===== config.mk =====
export PLATFORM = sky130hd
export DESIGN_NAME = fwd_hazard_ctrl
export DESIGN_NICKNAME = d
export VERILOG_FILES = /design/src/rtl/fwd_hazard_ctrl_pkg.sv /design/src/rtl/fwd_hazard_ctrl_fwd_match.sv /design/src/rtl/fwd_hazard_ctrl.sv
export SDC_FILE = /design/constraint.sdc
export NUM_CORES = 1
export LEC_CHECK = 0
export CAP_MARGIN = 20
export CORE_AREA = 5 5 68 70
export DETAILED_ROUTE_END_ITERATION = 6
export DIE_AREA = 0 0 73 75
export DONT_BUFFER_PORTS = 1
export SLEW_MARGIN = 0
export SYNTH_ARGS = -nofsm -noshare
export SYNTH_HDL_FRONTEND = slang
export SYNTH_SLANG_ARGS = --single-unit

===== constraint.sdc =====
create_clock -name clk -period 5.3 [get_ports clk]
set_clock_uncertainty 0.15 [all_clocks]
set_input_delay 1.06 -clock clk [delete_from_list [all_inputs] [get_ports clk]]
set_output_delay 1.06 -clock clk [all_outputs]
set_load 0.01 [all_outputs]

===== src/rtl/fwd_hazard_ctrl_pkg.sv =====
// ============================================================================
// Module  : fwd_hazard_ctrl_pkg
// Brief   : Shared constants and types for the execute-stage forwarding and
//           hazard controller: select encoding, address width, slot record.
// Rev     : 1.0 - initial release
// ============================================================================
`default_nettype none

package fwd_hazard_ctrl_pkg;

  localparam int FORW_SEL_LEN      = 2;
  localparam int REG_FILE_ADDR_LEN = 5;

  // Forwarding mux select encoding; code 3 is never driven.
  localparam logic [FORW_SEL_LEN-1:0] SEL_REG = 2'd0;
  localparam logic [FORW_SEL_LEN-1:0] SEL_MEM = 2'd1;
  localparam logic [FORW_SEL_LEN-1:0] SEL_WB  = 2'd2;

  // Shadow register-usage record for one pipeline stage.
  typedef struct packed {
    logic                         valid;
    logic [REG_FILE_ADDR_LEN-1:0] dest;
    logic                         wb_en;
    logic                         mem_read;
  } slot_t;

  localparam int    SLOT_W     = $bits(slot_t);
  localparam slot_t SLOT_EMPTY = '0;

  // A slot produces register r if it is live, writes back, and r is not x0.
  function automatic logic slot_writes(input slot_t s,
                                       input logic [REG_FILE_ADDR_LEN-1:0] r);
    return s.valid & s.wb_en & (s.dest == r) & (r != '0);
  endfunction

endpackage

`default_nettype wire


===== src/rtl/fwd_hazard_ctrl_fwd_match.sv =====
// ============================================================================
// Module  : fwd_match
// Brief   : Compares one ID source register against the EX and MEM slots and
//           returns the forwarding select (youngest producer wins), a RAW flag
//           and a flag for a RAW against a load sitting in EX.
// Rev     : 1.0 - initial release
// ============================================================================
`default_nettype none

module fwd_match
  import fwd_hazard_ctrl_pkg::*;
(
  input  logic [REG_FILE_ADDR_LEN-1:0] i_src,
  input  logic [SLOT_W-1:0]            i_ex_slot,
  input  logic [SLOT_W-1:0]            i_mem_slot,
  output logic [FORW_SEL_LEN-1:0]      o_sel,
  output logic                         o_raw,
  output logic                         o_load_hit
);

  slot_t w_ex;
  slot_t w_mem;
  logic  w_ex_hit;
  logic  w_mem_hit;

  assign w_ex  = slot_t'(i_ex_slot);
  assign w_mem = slot_t'(i_mem_slot);

  assign w_ex_hit  = slot_writes(w_ex, i_src);
  assign w_mem_hit = slot_writes(w_mem, i_src);

  assign o_raw      = w_ex_hit | w_mem_hit;
  assign o_load_hit = w_ex_hit & w_ex.mem_read;

  // EX holds the younger producer, so it is checked before MEM.
  always_comb begin
    o_sel = SEL_REG;
    if (w_ex_hit) begin
      o_sel = SEL_MEM;
    end else if (w_mem_hit) begin
      o_sel = SEL_WB;
    end
  end

endmodule

`default_nettype wire


===== src/rtl/fwd_hazard_ctrl.sv =====
// ============================================================================
// Module  : fwd_hazard_ctrl
// Brief   : Execute-stage forwarding and hazard controller. Shadows register
//           usage of EX/MEM/WB, drives registered forwarding selects for
//           operand 1, operand 2 and store data, detects hazards that need an
//           ID stall with an EX bubble, and counts stall cycles (saturating).
//           Macro FWD_HAZARD_FORWARDING_EN: when defined, results are forwarded
//           and only load-use stalls; when undefined, selects stay SEL_REG and
//           any RAW against a writing EX or MEM slot stalls.
// Rev     : 1.0 - initial release
// ============================================================================
`default_nettype none

module fwd_hazard_ctrl
  import fwd_hazard_ctrl_pkg::*;
#(
  parameter int REG_ADDR_W = 5,
  parameter int SEL_W      = 2,
  parameter int CNT_W      = 16
) (
  input  logic                  clk,
  input  logic                  rst_n,
  input  logic                  i_freeze,
  input  logic                  i_flush,
  input  logic                  i_id_valid,
  input  logic [REG_ADDR_W-1:0] i_id_src1,
  input  logic [REG_ADDR_W-1:0] i_id_src2,
  input  logic                  i_id_src2_is_reg,
  input  logic                  i_id_is_store,
  input  logic [REG_ADDR_W-1:0] i_id_dest,
  input  logic                  i_id_wb_en,
  input  logic                  i_id_mem_read,
  output logic                  o_hazard_stall,
  output logic [SEL_W-1:0]      o_val1_sel,
  output logic [SEL_W-1:0]      o_val2_sel,
  output logic [SEL_W-1:0]      o_st_val_sel,
  output logic [CNT_W-1:0]      o_stall_cnt
);

  // WB slot is kept as part of the shadow pipeline image; nothing forwards
  // from beyond WB because the register file is write-first.
  slot_t r_ex;
  slot_t r_mem;
  slot_t r_wb;

  logic [SEL_W-1:0] r_val1_sel;
  logic [SEL_W-1:0] r_val2_sel;
  logic [SEL_W-1:0] r_st_val_sel;
  logic [CNT_W-1:0] r_stall_cnt;

  slot_t                   w_id_slot;
  logic [FORW_SEL_LEN-1:0] w_sel1, w_sel2, w_selst;
  logic                    w_raw1, w_raw2, w_rawst;
  logic                    w_ld1, w_ld2, w_ldst;
  logic                    w_dep;
  logic                    w_hazard;
  logic                    w_issue;
  logic [SEL_W-1:0]        w_nsel1, w_nsel2, w_nselst;

  assign w_id_slot = '{valid: 1'b1, dest: i_id_dest, wb_en: i_id_wb_en,
                       mem_read: i_id_mem_read};

  fwd_match u_match_src1 (
    .i_src      (i_id_src1),
    .i_ex_slot  (r_ex),
    .i_mem_slot (r_mem),
    .o_sel      (w_sel1),
    .o_raw      (w_raw1),
    .o_load_hit (w_ld1)
  );

  fwd_match u_match_src2 (
    .i_src      (i_id_src2),
    .i_ex_slot  (r_ex),
    .i_mem_slot (r_mem),
    .o_sel      (w_sel2),
    .o_raw      (w_raw2),
    .o_load_hit (w_ld2)
  );

  // Store data is read through the src2 port of the register file.
  fwd_match u_match_store (
    .i_src      (i_id_src2),
    .i_ex_slot  (r_ex),
    .i_mem_slot (r_mem),
    .o_sel      (w_selst),
    .o_raw      (w_rawst),
    .o_load_hit (w_ldst)
  );

`ifdef FWD_HAZARD_FORWARDING_EN
  // Only a load in EX cannot be forwarded in time.
  assign w_dep    = w_ld1 | (w_ld2 & i_id_src2_is_reg) | (w_ldst & i_id_is_store);
  assign w_nsel1  = w_sel1;
  assign w_nsel2  = i_id_src2_is_reg ? w_sel2 : SEL_REG;
  assign w_nselst = i_id_is_store ? w_selst : SEL_REG;
`else
  // No bypass paths: wait until the producer has reached WB.
  assign w_dep    = w_raw1 | (w_raw2 & i_id_src2_is_reg) | (w_rawst & i_id_is_store);
  assign w_nsel1  = SEL_REG;
  assign w_nsel2  = SEL_REG;
  assign w_nselst = SEL_REG;
`endif

  // A flushed ID instruction is dead, so it can never cause a stall.
  assign w_hazard = i_id_valid & ~i_flush & w_dep;
  assign w_issue  = i_id_valid & ~i_flush & ~w_hazard;

  // Advance the shadow pipeline and register the selects for the EX entrant.
  always_ff @(posedge clk or negedge rst_n) begin
    if (!rst_n) begin
      r_ex         <= SLOT_EMPTY;
      r_mem        <= SLOT_EMPTY;
      r_wb         <= SLOT_EMPTY;
      r_val1_sel   <= SEL_REG;
      r_val2_sel   <= SEL_REG;
      r_st_val_sel <= SEL_REG;
    end else if (!i_freeze) begin
      r_wb  <= r_mem;
      r_mem <= r_ex;
      if (w_issue) begin
        r_ex         <= w_id_slot;
        r_val1_sel   <= w_nsel1;
        r_val2_sel   <= w_nsel2;
        r_st_val_sel <= w_nselst;
      end else begin
        r_ex         <= SLOT_EMPTY;
        r_val1_sel   <= SEL_REG;
        r_val2_sel   <= SEL_REG;
        r_st_val_sel <= SEL_REG;
      end
    end
  end

  // Count stall cycles, sticking at all-ones instead of wrapping.
  always_ff @(posedge clk or negedge rst_n) begin
    if (!rst_n) begin
      r_stall_cnt <= '0;
    end else if (!i_freeze && w_hazard && (r_stall_cnt != '1)) begin
      r_stall_cnt <= r_stall_cnt + 1'b1;
    end
  end

  assign o_hazard_stall = w_hazard;
  assign o_val1_sel     = r_val1_sel;
  assign o_val2_sel     = r_val2_sel;
  assign o_st_val_sel   = r_st_val_sel;
  assign o_stall_cnt    = r_stall_cnt;

endmodule

`default_nettype wire


== Word-level counts from Yosys, hierarchy flattened ==
Index checks and enable logic that the tools add are counted.
Word-level totals
  input port bits: 24
  flip-flop bits (word level): 30
  output and inout bits: 23
Operators by class
  eq/ne operators: 5
  bitwise gates (word level): 21
  add/subtract/negate cells: 1
  mux-type cells: 1
  reductions and logical operators: 5
Operators with widths (count)
  equality test 5 bit: 4
  adder 16 x 1 -> 16 bit (second input constant): 1
  inequality test 16 bit (second input constant): 1
  bitwise AND 1 bit: 15
  nonzero test 5 bit: 2
  2-to-1 mux 8 bit: 1
  OR 1 bit: 4
  logical AND 1 bit: 2
  inverter 1 bit: 2
  zero test 1 bit: 1

== Logic depth before layout (Yosys ltp) ==
Gate-level depths: netlist of run 1.
  depth in word-level cells: 11
  mapped depth: 7
  depth with buffers taken out: 6

== By module ==
From an unflattened synthesis of run 1, not the netlist that was laid out.
Unflattened totals
  cells, all modules: 177
  area total of the unflattened synthesis: 1935.6 µm²
By module, submodules not included
  fwd_hazard_ctrl: area an instance 1440.1 µm², instances 1, sequential area each 800.8 µm², cells each 111
  fwd_match: area an instance 165.2 µm², instances 3, sequential area each 0.0 µm², cells each 22

== Worst setup path before layout of run 1 ==
No wires, ideal clock.
  path kind: input port to output port
  from: input port i_id_src1[3]
  to: output port o_hazard_stall
  buffers on the path: 1
  required time: 4.090 ns
  cell stages on the path: 6
  path slack: 1.803 ns
  arrival time: 2.287 ns
  cells stage by stage: xor2_1 > nor4_1 > a22oi_1 > o22ai_4 > buf_6 > and3b_1
On the way
  longest elaborated chain between the ends: 7
  elaborated cells between the ends (all ways): 11
Ends and longest elaborated chain
  from (decl): RTL line fwd_hazard_ctrl.sv:26  | input logic [REG_ADDR_W-1:0] i_id_src1,
  equality test 5 bit: RTL line fwd_hazard_ctrl_pkg.sv:33  | return s.valid & s.wb_en & (s.dest == r) & (r != '0);
  bitwise AND 1 bit (2 in a row): RTL line fwd_hazard_ctrl_pkg.sv:33
  OR 1 bit *: RTL line fwd_hazard_ctrl_fwd_match.sv:32  | assign o_raw = w_ex_hit | w_mem_hit;
  OR 1 bit * (2 in a row): RTL line fwd_hazard_ctrl.sv:99  | assign w_dep = w_raw1 | (w_raw2 & i_id_src2_is_reg) | (w_rawst & i_id_is_store);
  bitwise AND 1 bit *: RTL line fwd_hazard_ctrl.sv:106  | assign w_hazard = i_id_valid & ~i_flush & w_dep;
  to (decl): RTL line fwd_hazard_ctrl.sv:33  | output logic o_hazard_stall,
Mark *: on every way between the ends. The rest lies on a longest branch, timed or not.

== Final worst setup path of run 1 ==
Ends and elaborated chain as after synthesis.

==> results of run 1 <==
## cell usage in the layout (no fill, tap or decap), drive strengths merged, types with 2 or more instances in the layout
cell    Yosys  layout
a22o        6       6
a22oi       2       2
and3       10      10
clkbuf      2       5
clkinv      0       2
conb        1       6
dfrtp      30      30
mux2        8       8
nand2       4       4
nand3      11      11
nand4       5       5
nor2        8       8
nor4        4       4
o22ai       2       2
or4         2       2
xnor2      15      15
xor2       20      20
## final cells by class
class	instances	area (µm²)	share of cell area, %
Clock buffer	5	68.8	3.81
Multi-Input combinational cell	110	886	49.0
Tap cell	50	62.6	3.46
Sequential cell	30	751	41.5
Clock inverter	3	40.0	2.21
## per-layer routing
metal / track usage [%] / up-vias / wire length (µm)
li1: - / 508 / -
met1: 15.8 / 530 / 1400
met2: 20.8 / 37 / 1590
met3: 4.94 / 9 / 298
met4: 6.76 / 0 / 71
met5: 0 / - / 0
## worst max-delay path, delay by kind of cell
kind | cells | cell delay [ns]
xor+xnor | 1 | 0.14
compound gates | 2 | 0.74
simple gates | 2 | 0.64
## flip-flops by register name, indices dropped and copies added, names as in the netlist
register / flops
r_mem: 7
o_stall_cnt: 16
r_ex: 7
## cells by family after synthesis
| logic type | after synthesis | share of synthesized area, % |
|---|---|---|
| compound gates | 12 | 7.61 |
| xor+xnor | 35 | 18.6 |
| mux | 8 | 5.32 |
| fa+ha+maj | 1 | 0.739 |
| flops | 30 | 44.3 |
| buf+inv | 10 | 4.43 |
| simple gates | 48 | 18.8 |
| other cells | 1 | 0.222 |
## through the flow
stage / worst slack (ns) / instance area, µm²
after floorplan: 1.80 / 1710
after global placement: 1.53 / 1700
after detailed placement: 1.52 / 1700
after CTS: 1.52 / 1810
after global routing: 1.39 / 1810
final: 1.51 / 1810
## worst max path at each step
stage | depth (start not counted) | end | slack, ns | from
final | 5 | o_hazard_stall | 1.51 | i_id_src1[3]
after global routing | 5 | o_hazard_stall | 1.39 | i_id_src2[2]
after CTS | 5 | o_hazard_stall | 1.52 | i_id_src1[0]
after detailed placement | 5 | o_hazard_stall | 1.52 | i_id_src1[0]
after global placement | 5 | o_hazard_stall | 1.53 | i_id_src1[3]
after floorplan | 6 | o_hazard_stall | 1.80 | i_id_src1[3]
## cells in the mapped netlist, types with 2 or more instances
cell type  instances  area [µm²]
buf_4              6        45.0
a22o_1             6        52.6
nand2_1            3        11.3
a22oi_1            2        15.0
clkbuf_1           2        7.51
nand4_1            4        25.0
mux2_2             7        78.8
xnor2_1           14         123
buf_6              2        22.5
dfrtp_1           30         751
nor4_1             4        25.0
nor2_1             7        26.3
or4_1              2        15.0
xor2_1            20         175
nand3_1            3        15.0
and3_1            10        62.6
nand3_2            8        80.1
## report_power, final
part	switching [µW]	internal (µW)	total, µW
combinational	13.9	16.2	30.1
sequential	8.55	237	245
clock	85.0	138	223
==> impl_metrics.py, run 1 <==
metrics = {
    "status": {
        "status": "completed",
    },
    "detailed_routing": {
        "routed_via_density": 5.47,
        "drt-total-wl_um": 3360,
        "antenna_left": 0,
        "drtIter0Drc": 56,
        "drc_errors": 0,
        "wl_per_cell_um": 16.9,
        "drt_first_pass_iters": 4,
        "vias": 1084,
    },
    "timing": {
        "slew_violations": 0,
        "holdWs_ns": 0.322,
        "hold_viol_final": 0,
        "finalSetupTns_ns": 0,
        "worstMarginPinSlew_ns": 0.646,
        "fin_crit_sh_pct": 71.4,
        "clock.fmax_mhz": 264,
        "min_period_ns": 3.79,
        "setup_viol": 0,
        "max-slew-margin-rel_pct": 56.9,
        "rsz0062_at_grt": "false",
    },
    "setup_path": {
        "critPathCaptureType": "output port",
        "crit_slowest_cell": "o22ai_4",
        "start_kind": "primary input",
        "r2r_start": "r_ex[4]",
        "cp_data_required_time_ns": 4.09,
        "r2r_slack_ns": 2.88,
        "slowest_delay_ns": 0.55,
        "crit_chain": "xor2_1, nor4_1, a22oi_1, o22ai_4, and3b_1",
        "r2r-end": "o_stall_cnt[1]",
        "worst-setup-path-type": "primary input to output port",
        "r2r_cells": 6,
        "cp_max_fo": 17,
        "arrival_ns": 2.58,
    },
    "floorplanning": {
        "row_count": 23,
        "die_w_um": 73,
        "start_util_pct": 43.3,
        "die_h_um": 75,
        "core_um2": 3910,
        "die-area_um2": 5480,
        "pin_count": 47,
    },
    "job": {
        "cap_violations": 0,
    },
    "power": {
        "powerDensity_nw_per_um2": 276,
        "p_total_uw": 499,
        "p_leak_uw": 0.000846,
        "vdd_drop_max_mv": 0.229,
    },
    "cts": {
        "cts_resized": 0,
        "clkTransAtPathRegs_ns": 0.06,
        "clkSinkCount": 30,
        "cts_max_level": 2,
        "postCtsSetupBuffers": 0,
        "holdBufCountCts": 0,
        "clock-root-buffer": "clkbuf_8",
        "cts_inserted_buffers": 5,
        "cts_buffer_depth": 2,
        "cts_tree": "done",
        "clock_latency_ns": 0.28,
    },
    "layout": {
        "fin_cells": 198,
        "fin_nets": 172,
        "num-fill-cells": 393,
        "insertedDiodeCount": 0,
        "drive_above_1_share_pct": 20.3,
        "area_growth_pct": 6.80,
        "final_util_pct": 46.2,
    },
    "global_routing": {
        "grt_start_max_net_pins": 31,
        "grt_overflow": 0,
        "antenna_found_initial": 0,
        "grt_pass1_wl_um": 5550,
        "grt_use_total_pct": 13.2,
        "grt_pass1_vias": 1144,
    },
    "worst_hold_path": {
        "hold_path.class": "primary input to asynchronous set/reset pin",
    },
    "yosys": {
        "synth_cell_types": 32,
        "synth.cell_area_um2": 1690,
        "synth_edf_count": 0,
        "syn_avg_cell_area_um2": 11.7,
        "synth-seq-area-share_pct": 44.3,
        "yosys_warnings": 0,
        "synth-seq-cells": 30,
        "ys.flop_type": "dfrtp_1",
        "ys_async_sr_fraction_pct": 100,
        "synth_cells": 145,
    },
    "placement": {
        "gp_congestion": 0.812,
        "dp.cells": 190,
        "place_hpwl_um": 2580,
        "io_buffers": 0,
    },
}
No activity file was read; power rests on OpenSTA's default activity.
==> inputs of run 2 (changes only) <==
clock period = 3.6 ns   (was 5.3 ns; I/O delays follow)
==> run 2 against run 1 <==
Highest routed layer unchanged. Global-route usage is 0.26 points higher. Design area is 0.55% higher. First-iteration DRC count is 45% lower. Combinational power is 76% higher. Sequential share of layout area fell by 0.23 points. Largest power group unchanged.
==> impl_metrics.py, run 2 (synthesis gave the netlist of run 1 again) <==
metrics = {
    "status": {
        "status": "completed",
    },
    "layout": {
        "largest_register_ffs": 16,
        "final_util_pct": 46.5,
        "fin_nets": 174,
        "insertedDiodeCount": 0,
        "area_growth_pct": 7.39,
        "design_area_um2": 1820,
        "drive_above_1_share_pct": 20.7,
        "final_common_cell": "dfrtp_1",
        "layout_common_cells": "dfrtp_1, xor2_1, xnor2_1, and3_1, nand3_2",
    },
    "timing": {
        "min_period_ns": 2.70,
        "fin_crit_sh_pct": 74.9,
        "holdWs_ns": 0.110,
        "setup_viol": 0,
        "worstMarginPinSlew_ns": 0.582,
        "clock.fmax_mhz": 371,
        "finalSetupTns_ns": 0,
        "rsz0062_at_grt": "false",
        "slew_violations": 0,
        "max-slew-margin-rel_pct": 61.2,
        "hold_viol_final": 0,
    },
    "cts": {
        "cts_inserted_buffers": 5,
        "cts_tree": "done",
        "clkTransAtPathRegs_ns": 0.06,
        "postCtsSetupBuffers": 0,
        "clock_latency_ns": 0.28,
        "cts_max_level": 2,
        "cts_buffer_depth": 2,
        "clkSinkCount": 30,
        "clock-root-buffer": "clkbuf_8",
    },
    "setup_path": {
        "cp_data_required_time_ns": 2.73,
        "r2r_cells": 7,
        "r2r_start": "r_mem[5]",
        "cp_max_fo": 3,
        "cp-startpoint": "i_id_src1[3]",
        "critPathCaptureType": "output port",
        "arrival_ns": 1.83,
        "start_kind": "primary input",
        "r2r-end": "o_stall_cnt[1]",
        "cp-endpoint": "o_hazard_stall",
        "r2r_slack_ns": 1.32,
        "worst-setup-path-type": "primary input to output port",
    },
    "global_routing": {
        "grt_pass1_vias": 1121,
        "grt_pass1_wl_um": 5510,
        "antenna_found_initial": 0,
        "grt_use_total_pct": 13.5,
        "grt_overflow": 0,
        "grt_start_max_net_pins": 31,
    },
    "detailed_routing": {
        "vias": 1119,
        "drt_first_pass_iters": 4,
        "wl_per_cell_um": 17.1,
        "drtIter0Drc": 31,
        "antenna_left": 0,
        "drc_errors": 0,
        "routed_via_density": 5.60,
        "drt-total-wl_um": 3420,
    },
    "placement": {
        "io_buffers": 0,
        "gp_congestion": 0.846,
        "place_hpwl_um": 2540,
        "place_area_um2": 1710,
    },
    "floorplanning": {
        "row_count": 23,
        "die_w_um": 73,
        "core_um2": 3910,
        "die_h_um": 75,
        "start_util_pct": 43.3,
        "die-area_um2": 5480,
        "pin_count": 47,
    },
    "power": {
        "vdd_drop_max_mv": 0.222,
        "powerDensity_nw_per_um2": 381,
        "p_leak_uw": 0.000851,
    },
    "worst_hold_path": {
        "hold_path.class": "primary input to asynchronous set/reset pin",
    },
    "job": {
        "cap_violations": 0,
    },
}
run 2: changes by cell type in the layout (fill, tap and decap cells not counted), sizes merged:
| cell | before | now |
|---|---|---|
| clkbuf | 5 | 7 |
| clkinv | 2 | 1 |
| bufinv | 1 | 0 |
| buf | 0 | 2 |
run 2: worst max-delay path, stage by stage:
cell and delay (ns):
xor2_1 0.14, nor4_1 0.32, a22oi_1 0.19, o22ai_4 0.21, and3b_1 0.24
run 2: power by group:
| group | switching [µW] | internal (µW) | total [µW] |
|---|---|---|---|
| combinational | 26.9 | 26.2 | 53.1 |
| clock | 125 | 154 | 278 |
| sequential | 12.8 | 349 | 361 |
run 2: area by class of cell:
class / count / area (µm²)
fillers: 371 / 2100
multi-input cells: 110 / 886
flip-flops and latches: 30 / 751
clock buffers: 7 / 86.3
well taps: 50 / 62.6
repair buffers: 2 / 27.5
clock inverters: 1 / 5.00
run 2: routing by layer:
metal,vias to the layer above,part of all wire [%],track usage [%]
met5,-,0,0
met4,0,2.0,7.58
met3,8,9.3,5.87
met2,43,47,20.2
met1,559,41,16.2
li1,509,-,-
run 2: timing repair:
action	in CTS	in global routing
endpoints found under the hold margin	30	0
hold buffers	1	0
gates resized for setup	0	0
run 2: stage by stage:
stage | power (µW) | cells | setup slack (ns)
2_1_floorplan | 411 | 150 | 0.783
3_3_place_gp | 410 | 191 | 0.946
3_5_place_dp | 412 | 191 | 0.874
4_1_cts | 705 | 200 | 0.870
5_1_grt | 724 | 200 | 0.789
6_report | 693 | 200 | 0.905
run 2: worst min-delay path by stage:
stage,startpoint,to,slack (ns),depth (start not counted)
global placement,rst_n,r_mem[6],0.28,0
floorplan,rst_n,o_stall_cnt[0],0.27,0
global route,rst_n,r_ex[2],0.11,1
CTS,rst_n,o_stall_cnt[2],0.10,1
finish,rst_n,r_ex[1],0.11,1
detailed placement,rst_n,r_mem[6],0.28,0
==> inputs of run 3 (changes only) <==
clock period = 2.75 ns   (was 3.6 ns; I/O delays follow)
==> run 3 against run 2 <==
Routed wire length is 3.4% higher. Flip-flop and latch count stayed put. Total power is 28% higher. Utilization is 0.22 points higher. Worst hold slack better by 0.14 ns. Final cell count stayed put. Critical path type is now register to output port. Largest cell class unchanged.
==> impl_metrics.py, run 3 (synthesis gave the netlist of run 1 again) <==
metrics = {
    "cts": {
        "cts_resized": 0,
        "cts_tree": "done",
        "clkTransAtPathRegs_ns": 0.06,
        "cts_max_level": 2,
        "cts_inserted_buffers": 5,
        "cts_buffer_depth": 2,
        "clock-root-buffer": "clkbuf_8",
        "holdBufCountCts": 2,
        "postCtsSetupBuffers": 0,
        "clock_latency_ns": 0.28,
        "clkSinkCount": 30,
    },
    "placement": {
        "io_buffers": 0,
        "dpl_worst_slack_ns": 0.337,
        "place_hpwl_um": 2640,
        "gp_congestion": 0.846,
    },
    "setup_path": {
        "crit_slowest_cell": "dfrtp_1",
        "path_depth": 5,
        "cp-startpoint": "r_mem[5]",
        "r2r_start": "r_mem[5]",
        "critPathBufInv": 0,
        "slowest_delay_ns": 0.41,
        "cp_data_required_time_ns": 2.05,
        "worst-setup-path-type": "register to output port",
        "r2r_slack_ns": 0.49,
        "start_kind": "register",
        "r2r-end": "o_stall_cnt[1]",
        "r2r_cells": 7,
        "cp_max_fo": 3,
        "crit_chain": "xor2_1, nor4_1, a22oi_1, o22ai_4, and3b_1",
        "cp-endpoint": "o_hazard_stall",
        "cp_top_family": "simple AND/OR/NAND/NOR gates",
        "critPathCaptureType": "output port",
        "arrival_ns": 1.81,
    },
    "detailed_routing": {
        "wl_per_cell_um": 17.7,
        "drtIter0Drc": 36,
        "antenna_left": 0,
        "drt-total-wl_um": 3540,
        "drc_errors": 0,
        "vias": 1118,
        "drt_first_pass_iters": 4,
        "routed_via_density": 5.59,
    },
    "global_routing": {
        "antenna_found_initial": 0,
        "grt_pass1_wl_um": 5960,
        "grt_overflow": 0,
        "grt_start_max_net_pins": 31,
        "grt_pass1_vias": 1235,
        "grt_use_total_pct": 14.3,
    },
    "floorplanning": {
        "core_um2": 3910,
        "die-area_um2": 5480,
        "die_h_um": 75,
        "pin_count": 47,
        "start_util_pct": 43.3,
        "row_count": 23,
        "die_w_um": 73,
    },
    "power": {
        "p_total_uw": 887,
        "vdd_drop_max_mv": 0.280,
        "p_leak_uw": 0.000856,
        "powerDensity_nw_per_um2": 486,
    },
    "timing": {
        "hold_viol_final": 0,
        "rsz0062_at_grt": "false",
        "setup_viol": 0,
        "finalSetupTns_ns": 0,
        "slew_violations": 0,
        "fin_crit_sh_pct": 91.1,
        "clock.fmax_mhz": 399,
        "layout_setup_ws_ns": 0.243,
        "max-slew-margin-rel_pct": 61.4,
        "worstMarginPinSlew_ns": 0.579,
        "min_period_ns": 2.51,
    },
    "layout": {
        "layout_common_cells": "dfrtp_1, xor2_1, xnor2_1, and3_1, nand3_2",
        "area_growth_pct": 7.91,
        "fin_nets": 176,
        "final_common_cell": "dfrtp_1",
        "final_util_pct": 46.7,
        "drive_above_1_share_pct": 20.7,
        "num-fill-cells": 384,
        "insertedDiodeCount": 0,
        "largest_register_ffs": 16,
    },
    "worst_hold_path": {
        "min_from": "i_id_dest[4]",
        "hold_path.class": "primary input to register",
    },
    "status": {
        "status": "completed",
    },
    "job": {
        "cap_violations": 0,
    },
}
run 3: cell types whose count changed in the layout (fill, tap and decap cells not counted):
cell	change
buf_4	+1
clkbuf_1	-1
clkinv_2	-1
dlygate4sd3_1	+1
run 3: through the flow:
stage                     instance area, µm²  instances  hold WS [ns]
final                                   1830        200         0.253
after global routing                    1830        200         0.244
after CTS                               1830        200         0.243
after detailed placement                1710        192         0.106
after global placement                  1710        192         0.106
after floorplan                         1710        150         0.104
run 3: power by group:
| group | leakage (µW) | total (µW) | internal [µW] | switching, µW |
|---|---|---|---|---|
| registers | 0.000411 | 473 | 457 | 16.7 |
| clock network | 0.0000431 | 342 | 192 | 150 |
| logic | 0.000401 | 71.5 | 35.2 | 36.3 |
run 3: worst min path at each step:
stage,end,slack (ns),cells after the start
final,r_ex[6],0.25,1
after global routing,r_ex[2],0.24,1
after CTS,r_ex[6],0.24,1
after detailed placement,r_mem[6],0.11,0
after global placement,r_mem[6],0.11,0
after floorplan,o_stall_cnt[0],0.10,0
run 3: per-layer routing:
metal	share of wire, %	GRT usage, %
met4	1.4	5.12
met3	8.0	6.14
met1	40	16.3
met2	50	23.9
met5	0	0
run 3: cell type report:
class | count | area (µm²) | area share (%)
clock buffers | 6 | 82.6 | 4.52
multi-input cells | 110 | 886 | 48.5
flip-flops and latches | 30 | 751 | 41.1
well taps | 50 | 62.6 | 3.42
repair buffers | 4 | 45.0 | 2.47
